**src/rtl/int_stack_sequencer.sv**
```systemverilog
// int_stack_sequencer
//   Interrupt / CALL / RET / RTI stack sequencer. It pushes return PC and flags
//   onto a 16-bit-wide data-memory stack, pops them back, and hands the new PC
//   (and restored flags) to the fetch stage. The upstream pipeline is stalled
//   while a sequence is running.
//
// Parameters
//   SP_INIT     stack pointer value after reset
//   INT_VECTOR  PC loaded on interrupt entry
//
// Ports
//   clk, rst                    clock, synchronous active-high reset
//   int_req                     external interrupt request (level)
//   call_req, ret_req, rti_req  decoded CALL / RET / RTI requests
//   call_target                 CALL destination PC
//   pc_in, flags_in             return PC and flags to save
//   mem_rdata                   memory read data, valid while mem_read is high
//   mem_addr, mem_wdata         memory address / write data
//   mem_read, mem_write         memory strobes
//   sp                          current stack pointer
//   int_counter, int_active     interrupt push phase (1..3) and its non-zero flag
//   pc_out, pc_load             new PC and its one-cycle load strobe
//   flags_out, flags_load       restored flags and their strobe
//   stall                       high whenever a sequence is in progress
module int_stack_sequencer #(
  parameter logic [31:0] SP_INIT    = 32'h0000_03FF,
  parameter logic [31:0] INT_VECTOR = 32'h0000_0020
) (
  input  logic        clk,
  input  logic        rst,
  input  logic        int_req,
  input  logic        call_req,
  input  logic        ret_req,
  input  logic        rti_req,
  input  logic [31:0] call_target,
  input  logic [31:0] pc_in,
  input  logic [15:0] flags_in,
  input  logic [15:0] mem_rdata,
  output logic [31:0] mem_addr,
  output logic [15:0] mem_wdata,
  output logic        mem_read,
  output logic        mem_write,
  output logic [31:0] sp,
  output logic [1:0]  int_counter,
  output logic        int_active,
  output logic [31:0] pc_out,
  output logic        pc_load,
  output logic [15:0] flags_out,
  output logic        flags_load,
  output logic        stall
);

  typedef enum logic [2:0] {
    IDLE, PUSH_HI, PUSH_LO, PUSH_FLG, POP_FLG, POP_LO, POP_HI
  } state_t;

  state_t      state;
  logic        pending_int;
  logic        mode;        // 1: interrupt entry, 0: CALL (only meaningful in push states)
  logic [15:0] lo_reg;
  logic [31:0] pc_cap;
  logic [15:0] flags_cap;
  logic [31:0] target_cap;

  // Stack pointer arithmetic wraps modulo 2^32 by construction.
  function automatic logic [31:0] sp_dec(input logic [31:0] v);
    return v - 32'd1;
  endfunction

  function automatic logic [31:0] sp_inc(input logic [31:0] v);
    return v + 32'd1;
  endfunction

  // Control state
  always_ff @(posedge clk) begin
    if (rst) begin
      state       <= IDLE;
      sp          <= SP_INIT;
      pending_int <= 1'b0;
      mode        <= 1'b0;
      lo_reg      <= 16'h0000;
    end else begin
      unique case (state)
        IDLE: begin
          if (int_req || pending_int) begin
            state       <= PUSH_HI;
            mode        <= 1'b1;
            pending_int <= 1'b0;
          end else if (rti_req) begin
            state <= POP_FLG;
          end else if (ret_req) begin
            state <= POP_LO;
          end else if (call_req) begin
            state <= PUSH_HI;
            mode  <= 1'b0;
          end
        end
        PUSH_HI: begin
          sp    <= sp_dec(sp);
          state <= PUSH_LO;
        end
        PUSH_LO: begin
          sp    <= sp_dec(sp);
          state <= mode ? PUSH_FLG : IDLE;
        end
        PUSH_FLG: begin
          sp    <= sp_dec(sp);
          state <= IDLE;
        end
        POP_FLG: begin
          sp    <= sp_inc(sp);
          state <= POP_LO;
        end
        POP_LO: begin
          sp     <= sp_inc(sp);
          lo_reg <= mem_rdata;
          state  <= POP_HI;
        end
        POP_HI: begin
          sp    <= sp_inc(sp);
          state <= IDLE;
        end
        default: state <= IDLE;
      endcase
      // An interrupt seen while busy is remembered and taken at the next IDLE.
      if (state != IDLE && int_req) pending_int <= 1'b1;
    end
  end

  // Operand capture: refreshed every IDLE cycle, so the values held during a
  // sequence are the ones present on its acceptance cycle.
  always_ff @(posedge clk) begin
    if (state == IDLE) begin
      pc_cap     <= pc_in;
      flags_cap  <= flags_in;
      target_cap <= call_target;
    end
  end

  // Output decode from the registered state
  always_comb begin
    mem_addr    = sp;
    mem_wdata   = 16'h0000;
    mem_read    = 1'b0;
    mem_write   = 1'b0;
    int_counter = 2'b00;
    pc_out      = 32'h0000_0000;
    pc_load     = 1'b0;
    flags_out   = 16'h0000;
    flags_load  = 1'b0;
    unique case (state)
      IDLE: ;
      PUSH_HI: begin
        mem_write   = 1'b1;
        mem_wdata   = pc_cap[31:16];
        int_counter = mode ? 2'b01 : 2'b00;
      end
      PUSH_LO: begin
        mem_write   = 1'b1;
        mem_wdata   = pc_cap[15:0];
        int_counter = mode ? 2'b10 : 2'b00;
        if (!mode) begin
          pc_load = 1'b1;
          pc_out  = target_cap;
        end
      end
      PUSH_FLG: begin
        mem_write   = 1'b1;
        mem_wdata   = flags_cap;
        int_counter = 2'b11;
        pc_load     = 1'b1;
        pc_out      = INT_VECTOR;
      end
      POP_FLG: begin
        mem_read   = 1'b1;
        mem_addr   = sp_inc(sp);
        flags_load = 1'b1;
        flags_out  = mem_rdata;
      end
      POP_LO: begin
        mem_read = 1'b1;
        mem_addr = sp_inc(sp);
      end
      POP_HI: begin
        mem_read = 1'b1;
        mem_addr = sp_inc(sp);
        pc_load  = 1'b1;
        pc_out   = {mem_rdata, lo_reg};
      end
      default: ;
    endcase
  end

  assign int_active = (int_counter != 2'b00);
  assign stall      = (state != IDLE);

endmodule

```
**config.mk**
```make
export PLATFORM = sky130hd
export DESIGN_NAME = int_stack_sequencer
export DESIGN_NICKNAME = d
export VERILOG_FILES = /design/src/rtl/int_stack_sequencer.sv
export SDC_FILE = /design/constraint.sdc
export NUM_CORES = 1
export LEC_CHECK = 0
export CAP_MARGIN = 10
export CORE_MARGIN = 2
export CORE_UTILIZATION = 46
export CTS_CLUSTER_DIAMETER = 200
export DETAILED_ROUTE_END_ITERATION = 6
export GPL_TIMING_DRIVEN = 0
export PLACE_DENSITY_LB_ADDON = 0.1
export SYNTH_ARGS = -nofsm -noshare
export SYNTH_HDL_FRONTEND = slang
export SYNTH_SLANG_ARGS = --single-unit
```
**constraint.sdc**
```tcl
create_clock -name clk -period 3.6 [get_ports clk]
set_clock_uncertainty 0.15 [all_clocks]
set_input_delay 0.54 -clock clk [delete_from_list [all_inputs] [get_ports clk]]
set_output_delay 0.54 -clock clk [all_outputs]
set_load 0.005 [all_outputs]
```
==> results.toml, run 1 <==
[placed_design]
hpwlAfterDp_um = 15200
portBuffers = 237
globalplace.congestion = 0.934
dp_slack_ps = 123
dpl_cell_area_um2 = 9360

[synthesis]
synthAdderAreaFrac_pct = 0.743
yosys.area_share.simple_pct = 22.5
synth_mux_area_share_pct = 4.70
synth_fp_nets = 781
synth_area_um2 = 6730
synthTopCellsByCount = "edfxtp_1, nor2_1, nand2_1"
seq_area_frac_synth_pct = 51.4
synthTopCellsByArea = "edfxtp_1, dfxtp_1, nor2_1"
post-synth-top-count-cell = "edfxtp_1"
synth-seq-cells = 133
synth_top_family_by_area = "simple AND/OR/NAND/NOR gates"
synthCells = 675
synth_cell_type_count = 60
syn_area_per_cell_um2 = 9.97
synth_compound_area_share_pct = 11.9
synthXorXnorAreaFrac_pct = 4.81
yosysWarnings = 0
yosysTopAreaCellShare_pct = 35.7
synth_edf_count = 80
synthArstFlopShare_pct = 0
synthFlopType = "edfxtp_1"
synth_largest_area_cell = "edfxtp_1"

[routing]
dr.pass1.iters = 5
postRouteAntennaNets = 0
routed_wl_um = 21100
wire_per_inst_um = 18.6
drt_iter0_drc = 529
vias = 6330
vias_per_cell = 5.57
drcViolationCount = 0

[floorplanning]
die-area_um2 = 15600
num_rows = 44
initial_core_util_pct = 46.7
coreArea_um2 = 14400
die_h_um = 125
ios = 238
die_w_um = 125

[worst_setup_path]
r2r_end = "sp[22]"
cp-start-kind = "flip-flop"
critPathCaptureType = "primary output"
worstRegToRegCells = 7
cp.required_ps = 2910
path_cells = "clkbuf_4, nand4_1, or3_4, nor2_2, nand2_1, xnor2_2, clkdlybuf4s50_1"
crit_arrival_ps = 2760
r2r-start = "sp[0]"
max_stage_delay_ps = 530
crit_slowest_cell = "clkdlybuf4s50_1"
ff2ff_setup_slack_ps = 680
worstSetupPathType = "flip-flop to primary output"
critPathMaxFanout = 10

[finish]
multi_input_area_um2 = 3120
syn_to_final_growth_pct = 50.4
seqCellArea_um2 = 3460
nets = 1045
nFillCells = 1104
top_regs = "pc_cap (32), sp (32), target_cap (32)"
drive_above_1_share_pct = 11.3
fin_area_um2 = 10100
antennaDiodeCount = 0

[grt]
grt_pass1_vias = 6188
gr-usage-all-layers_pct = 26.6
overflow = 0
grt_util_met2_pct = 45.4
gr-max-usage-layer = "met2"
grt_first_pass_wirelength_um = 33000
grtUsageMet1_pct = 32.2
grt_antenna_before_repair = 0
grt_max_degree = 52
grt_use_met3_pct = 7.87

[run]
cap_violations = 0

[clock_tree]
clk_pin_slew_worst_paths_ps = 60
clock_sinks = 133
cts_root_buf = "clkbuf_16"
cts_buffers = 17
postCtsHoldBufs = 0
cts_buffer_depth = 2
htreeDepth = 4
clock_latency_ps = 420
cts_tree = "built"

[power_and_ir_drop]
vdd_drop_max_mv = 0.338
switching_share_pct = 28.9
seqPwrFrac_pct = 40.9
power_density_nw_per_um2 = 463
p_total_mw = 4.68
power_switching_mw = 1.35
pwr-share-comb_pct = 23.3
p_leak_nw = 3.70
p_int_mw = 3.33
clkPwrFrac_pct = 35.8

[timing]
relSlewSlack_pct = 44.3
fin_ws_ps = 150
drv_slew = 0
min_period_ps = 3450
setup_viol = 0
fin_tns_setup_ps = 0
tightestPinTransition_ps = 830
fin_crit_sh_pct = 95.8
hold_viol = 0
rsz0062_at_grt = "false"
fmax_mhz = 290

[hold_path]
hold_path_startpoint = "lo_reg[0]"
hold_path_end = "lo_reg[0]"
hold_path_class = "flip-flop to flip-flop"
holdPathStages = 2

[outcome]
status = "completed"
-- logic make-up after synthesis --
family,Yosys count
muxes,28
adders and majority gates,4
buffers and inverters,62
xor gates and xnor gates,37
and+or+nand+nor,294
DFF,133
AOI/OAI and AO/OA,117
-- critical path, delay by kind of cell, from the launching register on --
family	cells	cell delay, ps
simple gates	4	1000
flops	1	390
buf+inv	2	760
xor+xnor	1	180
-- through the flow --
stage          hold slack, ps  util (%)  std cells
2_1_floorplan             287         -        675
3_3_place_gp              292      64.7       1096
3_5_place_dp              297      64.9       1097
4_1_cts                   304      69.3       1131
5_1_grt                   322      70.2       1136
6_report                  303      70.2       1136
-- layout by cell type (no fill, tap or decap), types with 6 or more instances in the layout --
| cell | synthesis | routed |
|---|---|---|
| clkdlybuf4s50_1 | 0 | 237 |
| o21a_1 | 8 | 8 |
| nand4_1 | 17 | 17 |
| clkbuf_16 | 0 | 17 |
| dfxtp_1 | 53 | 52 |
| nor4_1 | 11 | 9 |
| o21ai_0 | 7 | 7 |
| buf_4 | 2 | 11 |
| a22o_1 | 31 | 31 |
| nand2_1 | 59 | 59 |
| nand3_1 | 17 | 17 |
| a21oi_1 | 43 | 43 |
| nor3b_1 | 6 | 6 |
| mux2i_1 | 17 | 17 |
| and2_1 | 20 | 20 |
| xnor2_1 | 24 | 23 |
| inv_6 | 0 | 6 |
| buf_2 | 12 | 10 |
| nor3_1 | 39 | 32 |
| xor2_1 | 13 | 13 |
| edfxtp_1 | 80 | 80 |
| nor2_1 | 74 | 73 |
| or2_2 | 7 | 7 |
| nand2b_1 | 7 | 7 |
| clkbuf_1 | 31 | 22 |
| nor2b_1 | 10 | 10 |
| inv_1 | 10 | 9 |
| clkbuf_2 | 2 | 11 |
| a31oi_1 | 6 | 6 |
| mux2_2 | 7 | 7 |
-- power by group through the flow --
stage	clock network, mW	logic, mW	registers [mW]
after CTS	1.69	1.08	1.91
final	1.68	1.09	1.92
after floorplan	0	0.510	1.94
after detailed placement	0	1.06	1.94
after global placement	0	1.02	1.95
after global routing	1.76	1.18	1.93
-- repair_timing --
| item | CTS | global route |
|---|---|---|
| gates resized for setup | 14 | 25 |
| setup endpoints to repair | 54 | 50 |
| buffers inserted | 2 | 6 |
| pin swaps | 1 | 5 |
-- per-layer routing --
metal,part of all wire [%],up-vias
li1,-,2984
met2,49,302
met5,0,-
met1,40,3002
met3,7.8,42
met4,2.6,0
-- worst max-delay path by stage --
stage               startpoint            to  slack (ps)  cells past startpoint
finish                   sp[7]  mem_addr[19]         150                      7
CTS                   state[2]  mem_addr[28]           8                      7
global placement      state[0]      state[2]        -560                      5
floorplan             state[0]      state[2]         290                      5
global route          state[2]  mem_addr[28]           1                      7
detailed placement       sp[7]  mem_addr[30]         120                      7
-- cell type report --
class / count / share of cell area, %
plain buffers: 50 / 2.37
clock buffers: 17 / 4.20
clock inverters: 15 / 1.40
inverters: 11 / 0.432
multi-input cells: 480 / 30.8
flip-flops and latches: 133 / 34.2
well taps: 184 / 2.27
repair buffers: 246 / 24.3
Power figures use the tool's default switching activity.
==> run 2, diff against run 1 <==
--- a/config.mk
+++ b/config.mk
@@ -11,7 +11,7 @@
 export CTS_CLUSTER_DIAMETER = 200
 export DETAILED_ROUTE_END_ITERATION = 6
 export GPL_TIMING_DRIVEN = 0
-export PLACE_DENSITY_LB_ADDON = 0.1
+export PLACE_DENSITY = 0.88
 export SYNTH_ARGS = -nofsm -noshare
 export SYNTH_HDL_FRONTEND = slang
 export SYNTH_SLANG_ARGS = --single-unit
==> results.toml, run 2 (same netlist as run 1, synthesis figures left out) <==
[outcome]
status = "completed"

[grt]
gr-max-usage-layer = "met2"
grt_use_met3_pct = 6.50
grt_pass1_vias = 6480
grt_util_met2_pct = 47.9
overflow = 0
grt_max_degree = 61
gr-usage-all-layers_pct = 27.8
grt_antenna_before_repair = 0
grt_first_pass_wirelength_um = 34200
grtUsageMet1_pct = 32.3

[worst_setup_path]
critPathMaxFanout = 8
worstRegToRegCells = 7
cp-start-kind = "flip-flop"
critPathCaptureType = "primary output"
crit_arrival_ps = 2870
crit_slowest_cell = "dfxtp_1"
cp.required_ps = 2910
path_cells = "nand4_1, or2_2, nor4_2, xor2_1, clkdlybuf4s50_1"
max_stage_delay_ps = 530
worstSetupPathType = "flip-flop to primary output"

[timing]
fmax_mhz = 281
holdWs_ps = 305
drv_slew = 0
fin_ws_ps = 41.6
setup_viol = 0
hold_viol = 0
rsz0062_at_grt = "true"
fin_crit_sh_pct = 98.8
relSlewSlack_pct = 48.9
min_period_ps = 3560
tightestPinTransition_ps = 761
fin_tns_setup_ps = 0

[routing]
vias = 6574
postRouteAntennaNets = 0
dr.pass1.iters = 6
drt_iter0_drc = 766
wire_per_inst_um = 19.6
vias_per_cell = 5.81
routed_wl_um = 22200
drcViolationCount = 0

[power_and_ir_drop]
power_density_nw_per_um2 = 474
vdd_drop_max_mv = 0.357
p_leak_nw = 3.65
p_total_mw = 4.79

[placed_design]
globalplace.congestion = 0.959
hpwlAfterDp_um = 15800
dp_slack_ps = 262
portBuffers = 237
dpl_cell_area_um2 = 9360
post-place-cells = 1097

[floorplanning]
initial_core_util_pct = 46.7
die_h_um = 125
die_w_um = 125
coreArea_um2 = 14400
num_rows = 44
ios = 238
die-area_um2 = 15600

[clock_tree]
cts_root_buf = "clkbuf_16"
clock_latency_ps = 420
cts_tree = "built"
clk_pin_slew_worst_paths_ps = 60
cts_buffers = 17
clock_sinks = 133
htreeDepth = 4
cts_buffer_depth = 2

[finish]
finalNonFillerCells = 1131
antennaDiodeCount = 0
syn_to_final_growth_pct = 50.0
layout_common_cells = "clkdlybuf4s50_1, edfxtp_1, nor2_1"
drive_above_1_share_pct = 10.6
fin_area_um2 = 10100
fin_util_pct = 70.0
nets = 1041
nFillCells = 1033
final_common_cell = "clkdlybuf4s50_1"
top_regs = "pc_cap (32), sp (32), target_cap (32)"

[hold_path]
hold_path_class = "flip-flop to flip-flop"
holdPathStages = 2

[run]
cap_violations = 0
run 2: layer usage:
layer	vias to the layer above	wire length [um]
met5	-	0
met4	0	980
met3	80	1890
met2	405	11100
met1	3109	8290
li1	2980	-
run 2: layout make-up:
cell class	count	area, um2	area share [%]
Buffer	50	248	2.45
Clock buffer	18	429	4.25
Clock inverter	13	158	1.56
Inverter	11	43.8	0.434
Multi-Input combinational cell	480	3100	30.7
Sequential cell	133	3460	34.3
Tap cell	184	230	2.28
Timing Repair Buffer	242	2430	24.1
run 2: final timing paths:
path	start	endpoint	slack [ps]
worst max-delay path	sp[21]	mem_addr[25]	40
worst min-delay path	lo_reg[0]	lo_reg[0]	310
worst max register to register	sp[0]	sp[22]	600
worst min register to register	lo_reg[0]	lo_reg[0]	310
run 2: critical path: cells and delay by family (launching register included):
kind	cells	cell delay (ps)
buffers and inverters	1	520
xor gates and xnor gates	1	190
and+or+nand+nor	3	1220
DFF	1	530
run 2: power by group:
group	switching [mW]	internal, mW
clock	0.670	1.08
combinational	0.575	0.536
sequential	0.0879	1.84
total	1.33	3.45
run 2: what timing repair did:
item                                    CTS  global route
endpoints found under the setup margin   55            52
resized for setup                        15            25
hold buffers                              0             0
buffers inserted                          0             4
pin swaps                                 0             3
